### config.mk
export PLATFORM = sky130hd
export DESIGN_NAME = spm_boot_loader_flat
export DESIGN_NICKNAME = d
export VERILOG_FILES = /design/src/rtl/spm_boot_loader_pkg.sv /design/src/rtl/spm_boot_loader_if.sv /design/src/rtl/spm_boot_loader_pulse_timer.sv /design/src/rtl/spm_boot_loader.sv /design/src/flat_wrapper.sv
export SDC_FILE = /design/constraint.sdc
export NUM_CORES = 1
export LEC_CHECK = 0
export CAP_MARGIN = 20
export CORE_ASPECT_RATIO = 1.4
export CORE_MARGIN = 2
export CORE_UTILIZATION = 29
export CTS_CLUSTER_DIAMETER = 30
export DETAILED_ROUTE_END_ITERATION = 8
export PLACE_DENSITY = 0.55
export SYNTH_ARGS = -nofsm -noshare
export SYNTH_HDL_FRONTEND = slang
export SYNTH_SLANG_ARGS = --single-unit
### constraint.sdc
create_clock -name clk -period 2.6 [get_ports clk]
set_input_delay 0.52 -clock clk [delete_from_list [all_inputs] [get_ports clk]]
set_output_delay 0.52 -clock clk [all_outputs]
set_load 0.1 [all_outputs]
### src/rtl/spm_boot_loader_pkg.sv
// Shared types and defaults for the RISC_SPM boot loader.
// The default word size matches the one used by RISC_SPM.
package spm_boot_loader_pkg;

   localparam int WORD_SIZE_DEF  = 8;
   localparam int ADDR_WIDTH_DEF = 8;
   localparam int WR_PULSE_DEF   = 2;
   localparam int RST_HOLD_DEF   = 4;

   typedef enum logic [3:0] {
      S_IDLE,
      S_HDR_A,
      S_HDR_N,
      S_DATA,
      S_WRITE,
      S_CSUM,
      S_HOLD,
      S_DONE,
      S_ERR
   } state_t;

   function automatic int max2(input int a, input int b);
      return (a > b) ? a : b;
   endfunction

endpackage

### src/rtl/spm_boot_loader_if.sv
// Stream-in and memory-write bundle between a load source, the loader and RISC_SPM.
// The slave modport is the loader side; the master modport is the driver/observer side.
interface spm_boot_loader_if #(
   parameter int WORD_SIZE  = 8,
   parameter int ADDR_WIDTH = 8
);
   logic                  start;
   logic                  in_valid;
   logic                  in_ready;
   logic [WORD_SIZE-1:0]  in_data;
   logic [ADDR_WIDTH-1:0] mem_addr;
   logic [WORD_SIZE-1:0]  mem_data;
   logic                  mem_write;
   logic                  cpu_hold;
   logic                  busy;
   logic                  done;
   logic                  err;

   modport slave (
      input  start, in_valid, in_data,
      output in_ready, mem_addr, mem_data, mem_write, cpu_hold, busy, done, err
   );

   modport master (
      output start, in_valid, in_data,
      input  in_ready, mem_addr, mem_data, mem_write, cpu_hold, busy, done, err
   );
endinterface

### src/rtl/spm_boot_loader_pulse_timer.sv
// Loadable down-counter with a zero flag; times both the write pulse and the CPU hold.
module spm_boot_loader_pulse_timer #(
   parameter int CNT_W = 2
) (
   input  logic             clk,
   input  logic             rst,
   input  logic             load,
   input  logic [CNT_W-1:0] load_val,
   output logic             zero
);
   logic [CNT_W-1:0] cnt_q, cnt_d;

   always_comb begin
      cnt_d = cnt_q;
      if (load) begin
         cnt_d = load_val;
      end else if (cnt_q != '0) begin
         cnt_d = cnt_q - CNT_W'(1);
      end
   end

   always_ff @(posedge clk or posedge rst) begin
      if (rst) begin
         cnt_q <= '0;
      end else begin
         cnt_q <= cnt_d;
      end
   end

   assign zero = (cnt_q == '0);
endmodule

### src/rtl/spm_boot_loader.sv
// Loads a checksummed program image into RISC_SPM memory and holds the CPU
// in reset until the whole image has been written and verified.
module spm_boot_loader
   import spm_boot_loader_pkg::*;
#(
   parameter int WORD_SIZE  = WORD_SIZE_DEF,
   parameter int ADDR_WIDTH = ADDR_WIDTH_DEF,
   parameter int WR_PULSE   = WR_PULSE_DEF,
   parameter int RST_HOLD   = RST_HOLD_DEF
) (
   input  logic                 clk,
   input  logic                 rst,
   spm_boot_loader_if.slave     bus
);
   localparam int TMR_MAX = max2(WR_PULSE, RST_HOLD);
   localparam int TMR_W   = (TMR_MAX > 1) ? $clog2(TMR_MAX) : 1;

   state_t                state_q, state_d;
   logic [ADDR_WIDTH-1:0] addr_ptr_q, addr_ptr_d;
   logic [WORD_SIZE-1:0]  count_q, count_d;
   logic [WORD_SIZE-1:0]  csum_q, csum_d;
   logic [ADDR_WIDTH-1:0] mem_addr_q, mem_addr_d;
   logic [WORD_SIZE-1:0]  mem_data_q, mem_data_d;
   logic                  mem_write_q, mem_write_d;
   logic                  in_ready_q, in_ready_d;
   logic                  busy_q, busy_d;
   logic                  cpu_hold_q, cpu_hold_d;
   logic                  done_q, done_d;
   logic                  err_q, err_d;

   logic                  tmr_load;
   logic [TMR_W-1:0]      tmr_val;
   logic                  tmr_zero;
   logic                  xfer;

   assign xfer = bus.in_valid & in_ready_q;

   spm_boot_loader_pulse_timer #(
      .CNT_W (TMR_W)
   ) u_timer (
      .clk      (clk),
      .rst      (rst),
      .load     (tmr_load),
      .load_val (tmr_val),
      .zero     (tmr_zero)
   );

   always_comb begin
      state_d     = state_q;
      addr_ptr_d  = addr_ptr_q;
      count_d     = count_q;
      csum_d      = csum_q;
      mem_addr_d  = mem_addr_q;
      mem_data_d  = mem_data_q;
      mem_write_d = mem_write_q;
      tmr_load    = 1'b0;
      tmr_val     = '0;

      case (state_q)
         S_IDLE, S_DONE, S_ERR: begin
            if (bus.start) begin
               csum_d  = '0;
               state_d = S_HDR_A;
            end
         end
         S_HDR_A: begin
            if (xfer) begin
               addr_ptr_d = bus.in_data[ADDR_WIDTH-1:0];
               csum_d     = csum_q + bus.in_data;
               state_d    = S_HDR_N;
            end
         end
         S_HDR_N: begin
            if (xfer) begin
               count_d = bus.in_data;
               csum_d  = csum_q + bus.in_data;
               state_d = (bus.in_data == '0) ? S_CSUM : S_DATA;
            end
         end
         S_DATA: begin
            // Timer is loaded one short so the pulse spans exactly WR_PULSE cycles.
            if (xfer) begin
               mem_addr_d  = addr_ptr_q;
               mem_data_d  = bus.in_data;
               mem_write_d = 1'b1;
               csum_d      = csum_q + bus.in_data;
               tmr_load    = 1'b1;
               tmr_val     = TMR_W'(WR_PULSE - 1);
               state_d     = S_WRITE;
            end
         end
         S_WRITE: begin
            if (tmr_zero) begin
               mem_write_d = 1'b0;
               addr_ptr_d  = addr_ptr_q + ADDR_WIDTH'(1);
               count_d     = count_q - WORD_SIZE'(1);
               state_d     = (count_q == WORD_SIZE'(1)) ? S_CSUM : S_DATA;
            end
         end
         S_CSUM: begin
            if (xfer) begin
               if (bus.in_data == csum_q) begin
                  tmr_load = 1'b1;
                  tmr_val  = TMR_W'(RST_HOLD - 1);
                  state_d  = S_HOLD;
               end else begin
                  state_d  = S_ERR;
               end
            end
         end
         S_HOLD: begin
            if (tmr_zero) begin
               state_d = S_DONE;
            end
         end
         default: state_d = S_IDLE;
      endcase

      // Status outputs are decoded from the next state so they register in step with it.
      in_ready_d = (state_d inside {S_HDR_A, S_HDR_N, S_DATA, S_CSUM});
      busy_d     = (state_d inside {S_HDR_A, S_HDR_N, S_DATA, S_WRITE, S_CSUM, S_HOLD});
      cpu_hold_d = (state_d != S_DONE);
      done_d     = (state_d == S_DONE);
      err_d      = (state_d == S_ERR);
   end

   always_ff @(posedge clk or posedge rst) begin
      if (rst) begin
         state_q     <= S_IDLE;
         addr_ptr_q  <= '0;
         count_q     <= '0;
         csum_q      <= '0;
         mem_addr_q  <= '0;
         mem_data_q  <= '0;
         mem_write_q <= 1'b0;
         in_ready_q  <= 1'b0;
         busy_q      <= 1'b0;
         cpu_hold_q  <= 1'b1;
         done_q      <= 1'b0;
         err_q       <= 1'b0;
      end else begin
         state_q     <= state_d;
         addr_ptr_q  <= addr_ptr_d;
         count_q     <= count_d;
         csum_q      <= csum_d;
         mem_addr_q  <= mem_addr_d;
         mem_data_q  <= mem_data_d;
         mem_write_q <= mem_write_d;
         in_ready_q  <= in_ready_d;
         busy_q      <= busy_d;
         cpu_hold_q  <= cpu_hold_d;
         done_q      <= done_d;
         err_q       <= err_d;
      end
   end

   assign bus.in_ready  = in_ready_q;
   assign bus.mem_addr  = mem_addr_q;
   assign bus.mem_data  = mem_data_q;
   assign bus.mem_write = mem_write_q;
   assign bus.cpu_hold  = cpu_hold_q;
   assign bus.busy      = busy_q;
   assign bus.done      = done_q;
   assign bus.err       = err_q;
endmodule
### src/flat_wrapper.sv
// flat-port wrapper written by rule: the top's interface ports become plain ports
module spm_boot_loader_flat import spm_boot_loader_pkg::*;
#(
   parameter int WORD_SIZE  = WORD_SIZE_DEF,
   parameter int ADDR_WIDTH = ADDR_WIDTH_DEF,
   parameter int WR_PULSE   = WR_PULSE_DEF,
   parameter int RST_HOLD   = RST_HOLD_DEF
)
  (clk, rst, bus_start, bus_in_valid, bus_in_data, bus_in_ready, bus_mem_addr, bus_mem_data, bus_mem_write, bus_cpu_hold, bus_busy, bus_done, bus_err);
  spm_boot_loader_if #(.WORD_SIZE(WORD_SIZE), .ADDR_WIDTH(ADDR_WIDTH)) bus_i ();
  input  logic clk;
  input  logic rst;
  input wire logic [$bits(bus_i.start)-1:0] bus_start;
  input wire logic [$bits(bus_i.in_valid)-1:0] bus_in_valid;
  input wire logic [$bits(bus_i.in_data)-1:0] bus_in_data;
  output wire logic [$bits(bus_i.in_ready)-1:0] bus_in_ready;
  output wire logic [$bits(bus_i.mem_addr)-1:0] bus_mem_addr;
  output wire logic [$bits(bus_i.mem_data)-1:0] bus_mem_data;
  output wire logic [$bits(bus_i.mem_write)-1:0] bus_mem_write;
  output wire logic [$bits(bus_i.cpu_hold)-1:0] bus_cpu_hold;
  output wire logic [$bits(bus_i.busy)-1:0] bus_busy;
  output wire logic [$bits(bus_i.done)-1:0] bus_done;
  output wire logic [$bits(bus_i.err)-1:0] bus_err;
  assign bus_i.start = bus_start;
  assign bus_i.in_valid = bus_in_valid;
  assign bus_i.in_data = bus_in_data;
  assign bus_in_ready = bus_i.in_ready;
  assign bus_mem_addr = bus_i.mem_addr;
  assign bus_mem_data = bus_i.mem_data;
  assign bus_mem_write = bus_i.mem_write;
  assign bus_cpu_hold = bus_i.cpu_hold;
  assign bus_busy = bus_i.busy;
  assign bus_done = bus_i.done;
  assign bus_err = bus_i.err;
  spm_boot_loader #(.WORD_SIZE(WORD_SIZE), .ADDR_WIDTH(ADDR_WIDTH), .WR_PULSE(WR_PULSE), .RST_HOLD(RST_HOLD)) u_core (.clk(clk), .rst(rst), .bus(bus_i));
endmodule
==> run metrics <==
Max-cap violations 0; Post-synth top cells dfrtp_1 (51), nor2_1 (28), a21oi_1 (18); clock buffer count from CTS 5; Filler cells 968; fin crit share 91.2%; vias in the first global route 2391; cts repair resizes 0; Row Count 42; initial antenna violation count 0; CTS root buffer clkbuf_16; Tightest Pin Transition 0.705 ns; # hold bufs at CTS 0; Post-synth EDFFs 0; DR pass1 iterations 5; gp weighted congestion 0.922; WL met3 206 um; GR Overflow Total 0; area of the multi-input gates 1420 um^2; prevailing post-synth register cell dfrtp_1; postcts setup bufs 0; Leak Pwr 1.56 nW; peak supply drop 0.000639 V; DR vias 2344; Hold Crit Class reg -> reg; #FFs+latches synth 52; syn_area_per_cell 10.1 um^2; Syn-to-layout area delta 25.7%; met1 wire length 3090 um; Detail Route met2 WL 3650 um; clock-pin transition on the worst setup and hold timing paths 0.07 ns; Port Buf Inserts 33; Slew HR 52.9%; post-synthesis cell area 2830 um^2; die area 10600 um^2; WHS 0.499 ns; proportion of layout cells with a drive suffix above 1 24.9%; top-count cell post-synth dfrtp_1; uppermost layer routed met4; Power Total 4.87 mW; largest area contributor in the netlist dfrtp_1; YS warnings 0; drt first-iter violations 129; core footprint 9460 um^2; I/O Pins 34; Post-synth ARST share 100%; status complete, no violations; WP data arrival 2.58 ns; H-tree levels 2; post-synthesis cell count 280; clock tree buffer depth 2; routed length per instance 16.0 um; sequential share of the synthesized area 46.0%; hold path start u_core.bus.mem_write; register area 1300 um^2; pin count of the biggest net entering global routing 33; post-DP HPWL 5360 um; fmax 422 MHz; kind of critical path in -> reg; share of the synthesized area in the top cell type 45.1%; final slew viol count 0; Crit. End Element flip-flop; die width 87.5 um; PD cells 1370 nW/um^2; final critical-path required period 2.37 ns; Syn Nets 304; antenna-violating nets left 0; startpoint types primary input; Setup Viol. Count Final 0; Total Wirelength 7160 um; unrepaired setup endpoints after global routing no; Worst setup startpoint bus_in_data[1]; first-pass GRT wire length 12000 um; number of remaining DRC errors 0; CTS sink cnt 52; Synth area leaders dfrtp_1 (45%), mux2_2 (6.8%), ha_1 (4.9%), nor2_1 (3.7%), a21oi_1 (3.2%); die span in y 121 um; final hold vios 0; n_diodes 0; Critical Path Fanout Max 3; worst reg2reg path startpoint u_core.state_q[1]; Synth cell types 56; clock skew 0.00327 ns; vias per cell 5.23; Clock Latency Late Sink 0.29 ns; Nets 361; GRT Util Overall 14.6%; CTS tree built; Initial Utilization 29.9%; Crit path required time 2.81 ns
flip-flops by register name, summed over array words and instances, names as in the netlist:
| register | cells |
|---|---|
| u_core.addr_ptr_q | 8 |
| u_core.bus.busy | 1 |
| u_core.bus.cpu_hold | 1 |
| u_core.bus.done | 1 |
| u_core.bus.err | 1 |
| u_core.bus.in_ready | 1 |
| u_core.bus.mem_addr | 8 |
| u_core.bus.mem_data | 8 |
| u_core.bus.mem_write | 1 |
| u_core.count_q | 8 |
| u_core.csum_q | 8 |
| u_core.state_q | 4 |
| u_core.u_timer.cnt_q | 2 |
logic make-up after synthesis:
kind of cell / after synthesis / share of synthesized area, %
AND/OR/NAND/NOR: 96 / 18.8
AO/OA/AOI/OAI: 70 / 16.0
flip-flops: 52 / 46.0
buffers and inverters: 23 / 3.67
multiplexers: 19 / 7.47
adder cells (fa/ha/maj): 12 / 5.57
XOR/XNOR: 8 / 2.48
metrics by stage:
step	setup TNS (ns)	utilization [%]	cells	setup slack, ns	cell area (um^2)
floorplan	0	-	280	0.241	2830
global placement	-0.0204	36.0	440	-0.0204	3400
detailed placement	-0.136	36.0	440	-0.0761	3400
CTS	0	37.6	448	0.213	3550
global route	0	37.6	448	0.0615	3550
finish	0	37.6	448	0.230	3550
worst paths after layout:
kind	depth (start not counted)	slack [ns]	to
setup / recovery	8	0.23	u_core.csum_q[7]
hold / removal	2	0.50	u_core.bus.mem_write
setup reg to reg	6	0.47	u_core.bus.busy
hold reg to reg	2	0.50	u_core.bus.mem_write
max in group asynchronous	3	1.48	u_core.count_q[2]
min in group asynchronous	2	0.58	u_core.bus.done
power by group:
group,switching [mW],internal (mW),total (mW)
Combinational,1.84,0.872,2.71
Sequential,0.320,1.15,1.47
Clock,0.303,0.386,0.688
worst max-delay path, stage by stage:
cell	delay, ns
clkdlybuf4s50_1	0.45
ha_1	0.32
a21oi_1	0.20
o211ai_1	0.19
o41ai_1	0.39
xor2_1	0.27
a21oi_1	0.10
o22ai_1	0.14
routing by layer:
layer / up-vias / global-route usage [%]
met1: 1133 / 17.9
met2: 55 / 25.1
met4: 0 / 5.77
met3: 18 / 2.45
li1: 1138 / -
met5: - / 0
cells in the final DEF, fill, tap and decap left out, types with 2 or more instances in the layout:
cell / instances
mux2i_1: 2
nor3b_1: 3
o22ai_1: 2
nand3b_1: 2
inv_1: 12
nor2_1: 28
nor4_1: 3
a211oi_1: 4
dfrtp_1: 51
nor3_1: 12
o21ai_0: 17
o22a_1: 2
and3_1: 4
o32a_1: 2
buf_4: 48
nand2_1: 15
nand4_1: 3
a21o_1: 3
o211ai_1: 2
and2_1: 2
xnor2_1: 4
mux2_2: 17
a22o_1: 6
a31oi_1: 5
clkbuf_16: 5
nand3_1: 10
xor2_1: 4
clkdlybuf4s50_1: 11
a21oi_1: 18
ha_1: 11
area by class of cell:
class,count,area share [%]
tap,110,3.87
clock buffer,6,3.91
inverter,13,1.37
sequential,52,36.6
timing repair buffer,60,13.8
clock inverter,2,0.387
multi-input combinational,205,40.0
Power figures use the tool's default switching activity.
==> RTL change 1: new RTL, config.mk and constraints unchanged <==
The package constant `WORD_SIZE_DEF` goes from 8 to 16.
--- a/src/rtl/spm_boot_loader_pkg.sv
+++ b/src/rtl/spm_boot_loader_pkg.sv
@@ -2,7 +2,7 @@
 // The default word size matches the one used by RISC_SPM.
 package spm_boot_loader_pkg;
 
-   localparam int WORD_SIZE_DEF  = 8;
+   localparam int WORD_SIZE_DEF  = 16;
    localparam int ADDR_WIDTH_DEF = 8;
    localparam int WR_PULSE_DEF   = 2;
    localparam int RST_HOLD_DEF   = 4;
Ports: changed (resized bus_in_data and bus_mem_data); port bits go from 34 to 50. The function was not compared with the original's and may differ.
==> RTL change 1 against the original RTL <==
  * Sequential cell count is 24 higher
  * Design area is 69% higher
  * Via count is 68% higher
  * Power is 68% higher
  * Routed wire length is 80% higher
  * Setup slack worse by 220 ps
  * Synthesized area is 53% higher
  * Critical path depth is 1 higher
  * Largest cell class unchanged
  * Highest routed layer unchanged
==> RTL change 1: results (changes against the original RTL) <==
* Yosys cell types at 62 (was 56)
* NetSw at 4.06 mW (was 2.46 mW)
* Fraction of layout cells with a size suffix above 1 at 32.6% (was 24.9%)
* Avg Cell Area, Syn at 9.44 sq um (was 10.1 sq um)
* Final nets at 617 (was 361)
* Met2 WL at 7.10 mm (was 3.65 mm)
* Port Buffers at 49 (was 33)
* Worst r2r src: u_core.csum_q[14] (was u_core.state_q[1])
* CTS root buffer: clkbuf_16 (unchanged)
* Routing usage on met1 at 19.4% (was 17.9%)
* Hold Path Sink: u_core.bus.mem_addr[7] (was u_core.bus.mem_write)
* Syn Nets at 497 (was 304)
* Register area share after synthesis at 44.1% (was 46.0%)
* Largest net degree at the start of global routing at 33 (unchanged)
* Pleak at 2.68 nW (was 1.56 nW)
* Met3 GRT Util at 2.41% (was 2.45%)
* First-pass GRT wire length at 21.2 mm (was 12.0 mm)
* Vias in the first global route at 4168 (was 2391)
* Synth area leaders: dfrtp_1 (43%), mux2_2 (5.7%), ha_1 (5.5%) (was dfrtp_1 (45%), mux2_2 (6.8%), ha_1 (4.9%))
* DP Worst Slack at -869 ps (was -76.1 ps)
* Max IR drop VDD at 847 uV (was 639 uV)
* Max-Slew Margin vs Limit at 50.0% (was 52.9%)
* Wire per inst at 16.8 microns (was 16.0 microns)
* R2R Setup Slk at 60 ps (was 470 ps)
* Post-DP Area at 5550 sq um (was 3400 sq um)
* Cell-internal power at 4.12 mW (was 2.41 mW)
* Critical Path Start: bus_in_data[5] (was bus_in_data[1])
* Post-Synth Adder-Cell Area at 5.97% (was 5.57%)
* Detailed Route WL at 12.9 mm (was 7.16 mm)
* Post-synth top cells: dfrtp_1 (75), nand2_1 (45), a21oi_1 (41), o21ai_0 (37), nor2_1 (31) (was dfrtp_1 (51), nor2_1 (28), a21oi_1 (18), mux2_2 (17), o21ai_0 (17))
* Post-CTS setup buffer count at 5 (was 0)
* Worst skew pair latency at 340 ps (was 290 ps)
* Fin crit share at 99.8% (was 91.2%)
* Met2 GRT Util at 31.6% (was 25.1%)
* Worst-path fanout max at 5 (was 3)
* Worst hold slack at 494 ps (was 499 ps)
* Critical path arrival at 2820 ps (was 2580 ps)
* H-tree level count at 3 (was 2)
* Met3 WL at 351 microns (was 206 microns)
* Layout Skew at 8.90 ps (was 3.27 ps)
* Vias at 3935 (was 2344)
* Reg2Reg Depth at 7 (was 6)
* Status: completed (unchanged)
* Dpl cells at 750 (was 440)
* Comb pwr at 4.81 mW (was 2.71 mW)
* FILL cells at 1408 (was 968)
* Starting DRC count in detailed routing at 191 (was 129)
* GPL Wtd Cong at 0.845 (was 0.922)
* Hold path startpoint: u_core.bus.mem_addr[7] (was u_core.bus.mem_write)
* Mux share of post-synthesis cell area at 6.20% (was 7.47%)
* Final HPWL DP at 9.33 mm (was 5.36 mm)
* GRT Util Overall at 17.0% (was 14.6%)
* Synth Area in Compound Gates at 20.8% (was 16.0%)
* First-pass DRT Iterations at 4 (was 5)
* Wl on met1 at 5.18 mm (was 3.09 mm)
* Synth Area in XOR/XNOR at 2.64% (was 2.48%)
* CTS Buf Count at 9 (was 5)
## RTL change 1: cell count changes in the layout (fill, tap and decap cells not counted), moves of 14 or more
cell / before / now
a21oi_1: 18 / 40
buf_4: 48 / 108
ha_4: 0 / 14
o21ai_0: 17 / 36
dfrtp_1: 51 / 74
nand2_1: 15 / 44
## RTL change 1: worst max-delay path, stage by stage
cell and delay (ps):
dlygate4sd2_1 270, ha_4 260, nor4_4 330, nand2_2 100
or4_4 540, and2_4 160, o211a_4 140, or3_4 340
and2_4 140
## RTL change 1: layout make-up
cell class / instances / area, sq um / share of cell area [%]
multi-input combinational: 342 / 2500 / 41.6
sequential: 76 / 1900 / 31.6
timing repair buffer: 129 / 1020 / 17.0
tap: 189 / 236 / 3.93
clock buffer: 9 / 225 / 3.74
inverter: 19 / 72.6 / 1.21
clock inverter: 7 / 55.1 / 0.914
==> RTL change 2: new RTL, same settings <==
Without the edit above. Make the reset (`rst`) synchronous in 2 clocked blocks.
--- a/src/rtl/spm_boot_loader_pulse_timer.sv
+++ b/src/rtl/spm_boot_loader_pulse_timer.sv
@@ -19,7 +19,7 @@
       end
    end
 
-   always_ff @(posedge clk or posedge rst) begin
+   always_ff @(posedge clk) begin
       if (rst) begin
          cnt_q <= '0;
       end else begin
--- a/src/rtl/spm_boot_loader.sv
+++ b/src/rtl/spm_boot_loader.sv
@@ -124,7 +124,7 @@
       err_d      = (state_d == S_ERR);
    end
 
-   always_ff @(posedge clk or posedge rst) begin
+   always_ff @(posedge clk) begin
       if (rst) begin
          state_q     <= S_IDLE;
          addr_ptr_q  <= '0;
Behaviour: differs if rst is asserted again (counterexample within 4 cycles, from zero or initial values and one cycle with rst high); with rst held inactive, the same outputs for 10 cycles.
==> RTL change 2 against the original RTL <==
  * Critical path depth stayed put
  * Largest cell class unchanged
  * Routed wire length up 11%
  * Setup slack better by 19 ps
  * Critical endpoint is now u_core.bus.cpu_hold
  * Sequential cell count unchanged
  * Non-clock buffer count grew 1
  * First-iteration DRC count shrank 10%
  * Design area up 1.2%
  * Clock skew rose by 5.2 ps
  * Synthesized area is 1.1% higher
Power is not compared: it rests on default switching activity, and its combinational part moved more than twofold at a synthesized area within 25%.
==> RTL change 2: results (changes against the original RTL) <==
* First-pass DRT Iterations at 4 (was 5)
* Final HPWL DP at 6.09 mm (was 5.36 mm)
* Fraction of layout cells with a size suffix above 1 at 17.3% (was 24.9%)
* Worst r2r src: u_core.count_q[2] (was u_core.state_q[1])
* Worst path max stage delay at around 460 ps
* Antenna Cells at 0 (unchanged)
* CTS root buffer: clkbuf_16 (unchanged)
* Main synth FF type: dfxtp_1 (was dfrtp_1)
* Worst-path fanout max at 6 (was 3)
* Detailed Route WL at 7.98 mm (was 7.16 mm)
* Critical Path Start: bus_in_data[4] (was bus_in_data[1])
* Post-synth top cells: nand2_1 (64), dfxtp_1 (52), a21oi_1 (37), nor2_1 (32), o21ai_0 (16) (was dfrtp_1 (51), nor2_1 (28), a21oi_1 (18), mux2_2 (17), o21ai_0 (17))
* R2R Setup Slk at 600 ps (was 470 ps)
* Port Buffers at 33 (unchanged)
* Fraction of registers with async set/reset at 0% (was 100%)
* Synth area leaders: dfxtp_1 (36%), nand2_1 (8.4%), a21oi_1 (6.5%) (was dfrtp_1 (45%), mux2_2 (6.8%), ha_1 (4.9%))
* Hold path startpoint: u_core.bus.mem_addr[5] (was u_core.bus.mem_write)
* Vias in the first global route at 2694 (was 2391)
* Hold WC Path Type: register to register (unchanged)
* Pleak at 1.37 nW
* Hold path cells at 2 (unchanged)
* Status: completed (unchanged)
* Reg clk slew, reported paths at 70 ps (about the same)
* GPL Wtd Cong at 0.875 (was 0.922)
* Reg2Reg Depth at 5 (was 6)
* Starting DRC count in detailed routing at 116 (was 129)
* Final nets at 433 (was 361)
* Vias/cell at 5.15 (was 5.23)
* DP Worst Slack at -181 ps (was -76.1 ps)
* FILL cells at 985 (was 968)
* First-pass GRT wire length at 13.2 mm (was 12.0 mm)
* Max IR drop VDD at between 300 and 400 uV
* Slew @ Worst Pin at 589 ps (was 705 ps)
* Register area share after synthesis at 36.4% (was 46.0%)
* Dpl cells at 534 (was 440)
* Yosys cell types at 62 (was 56)
* H-tree level count at 2 (unchanged)
* Syn Nets at 382 (was 304)
* Initial antenna violation count at 0 (unchanged)
* Hold Path Sink: u_core.bus.mem_addr[5] (was u_core.bus.mem_write)
* Avg Cell Area, Syn at 7.99 sq um (was 10.1 sq um)
* GRT Util Overall at 15.8% (was 14.6%)
* Worst reg2reg path endpoint: u_core.bus.busy (unchanged)
* Worst skew pair latency at around 300 ps
* CTS Buf Count at 5 (unchanged)
* Max clock buf depth at 2 (unchanged)
* Synth warn at 0 (unchanged)
* Crit-path slowest cell: clkdlybuf4s50_1 (unchanged)
* Largest net degree at the start of global routing at 24 (was 33)
* Wire per inst at 14.7 microns (was 16.0 microns)
* Layout Skew at 8.52 ps (was 3.27 ps)
RTL change 2: changes by cell type in the layout (fill, tap and decap cells not counted), sizes merged, moves of 6 or more:
| cell | unedited run | this run |
|---|---|---|
| dfrtp | 51 | 0 |
| a22o | 6 | 0 |
| nor3 | 13 | 6 |
| a22oi | 1 | 8 |
| dfxtp | 0 | 52 |
| nand2 | 15 | 65 |
| mux2 | 17 | 1 |
| a21oi | 18 | 37 |
RTL change 2: per-stage QoR:
stage               cell area, sq um  hold WS (ps)
floorplan                       2860           442
global placement                3420           443
detailed placement              3420           448
CTS                             3590           458
global route                    3600           476
finish                          3600           455
RTL change 2: power breakdown:
part | total, mW | internal, mW | switching (mW)
registers | 0.848 | 0.825 | 0.0233
logic | 0.379 | 0.141 | 0.238
clock network | 0.759 | 0.453 | 0.306
RTL change 2: worst max path at each step:
stage,to,slack (ps)
after global placement,u_core.bus.busy,-180
after CTS,u_core.bus.busy,120
final,u_core.bus.cpu_hold,250
after detailed placement,u_core.bus.busy,-180
after global routing,u_core.bus.busy,90
after floorplan,u_core.csum_q[7],230
RTL change 2: cell families (layout without fill, tap and decap cells):
| group | Yosys count | after routing | share of synthesized area, % |
|---|---|---|---|
| compound gates | 103 | 103 | 24.0 |
| xor+xnor | 6 | 6 | 1.84 |
| fa+ha+maj | 12 | 12 | 5.51 |
| buf+inv | 26 | 78 | 4.28 |
| flops | 52 | 52 | 36.4 |
| mux | 3 | 3 | 1.09 |
| simple gates | 156 | 156 | 26.9 |
RTL change 2: what timing repair did:
action                                  4_1_cts  5_1_grt
gates resized for setup                       0        1
buffers inserted                              0        0
endpoints found under the setup margin        0        1
RTL change 2: layout make-up:
type,count,area share (%)
clock buffers,5,3.48
flip-flops and latches,52,28.9
well taps,132,4.59
inverters,9,0.939
clock inverters,3,1.18
repair buffers,61,13.5
multi-input cells,280,47.4
RTL change 2: per-layer routing:
metal  vias to the layer above  wire length (microns)  track usage, %
met5                         -                      0               0
met4                         0                    177            7.12
met3                        12                    173            2.51
met2                        54                   4420            28.6
met1                      1325                   3210            17.8
li1                       1401                      -               -
RTL change 2: worst max-delay path, delay by kind of cell:
family	cells	cell delay, ps
AND/OR/NAND/NOR	3	720
buffers and inverters	2	530
adder cells (fa/ha/maj)	1	410
AO/OA/AOI/OAI	2	370
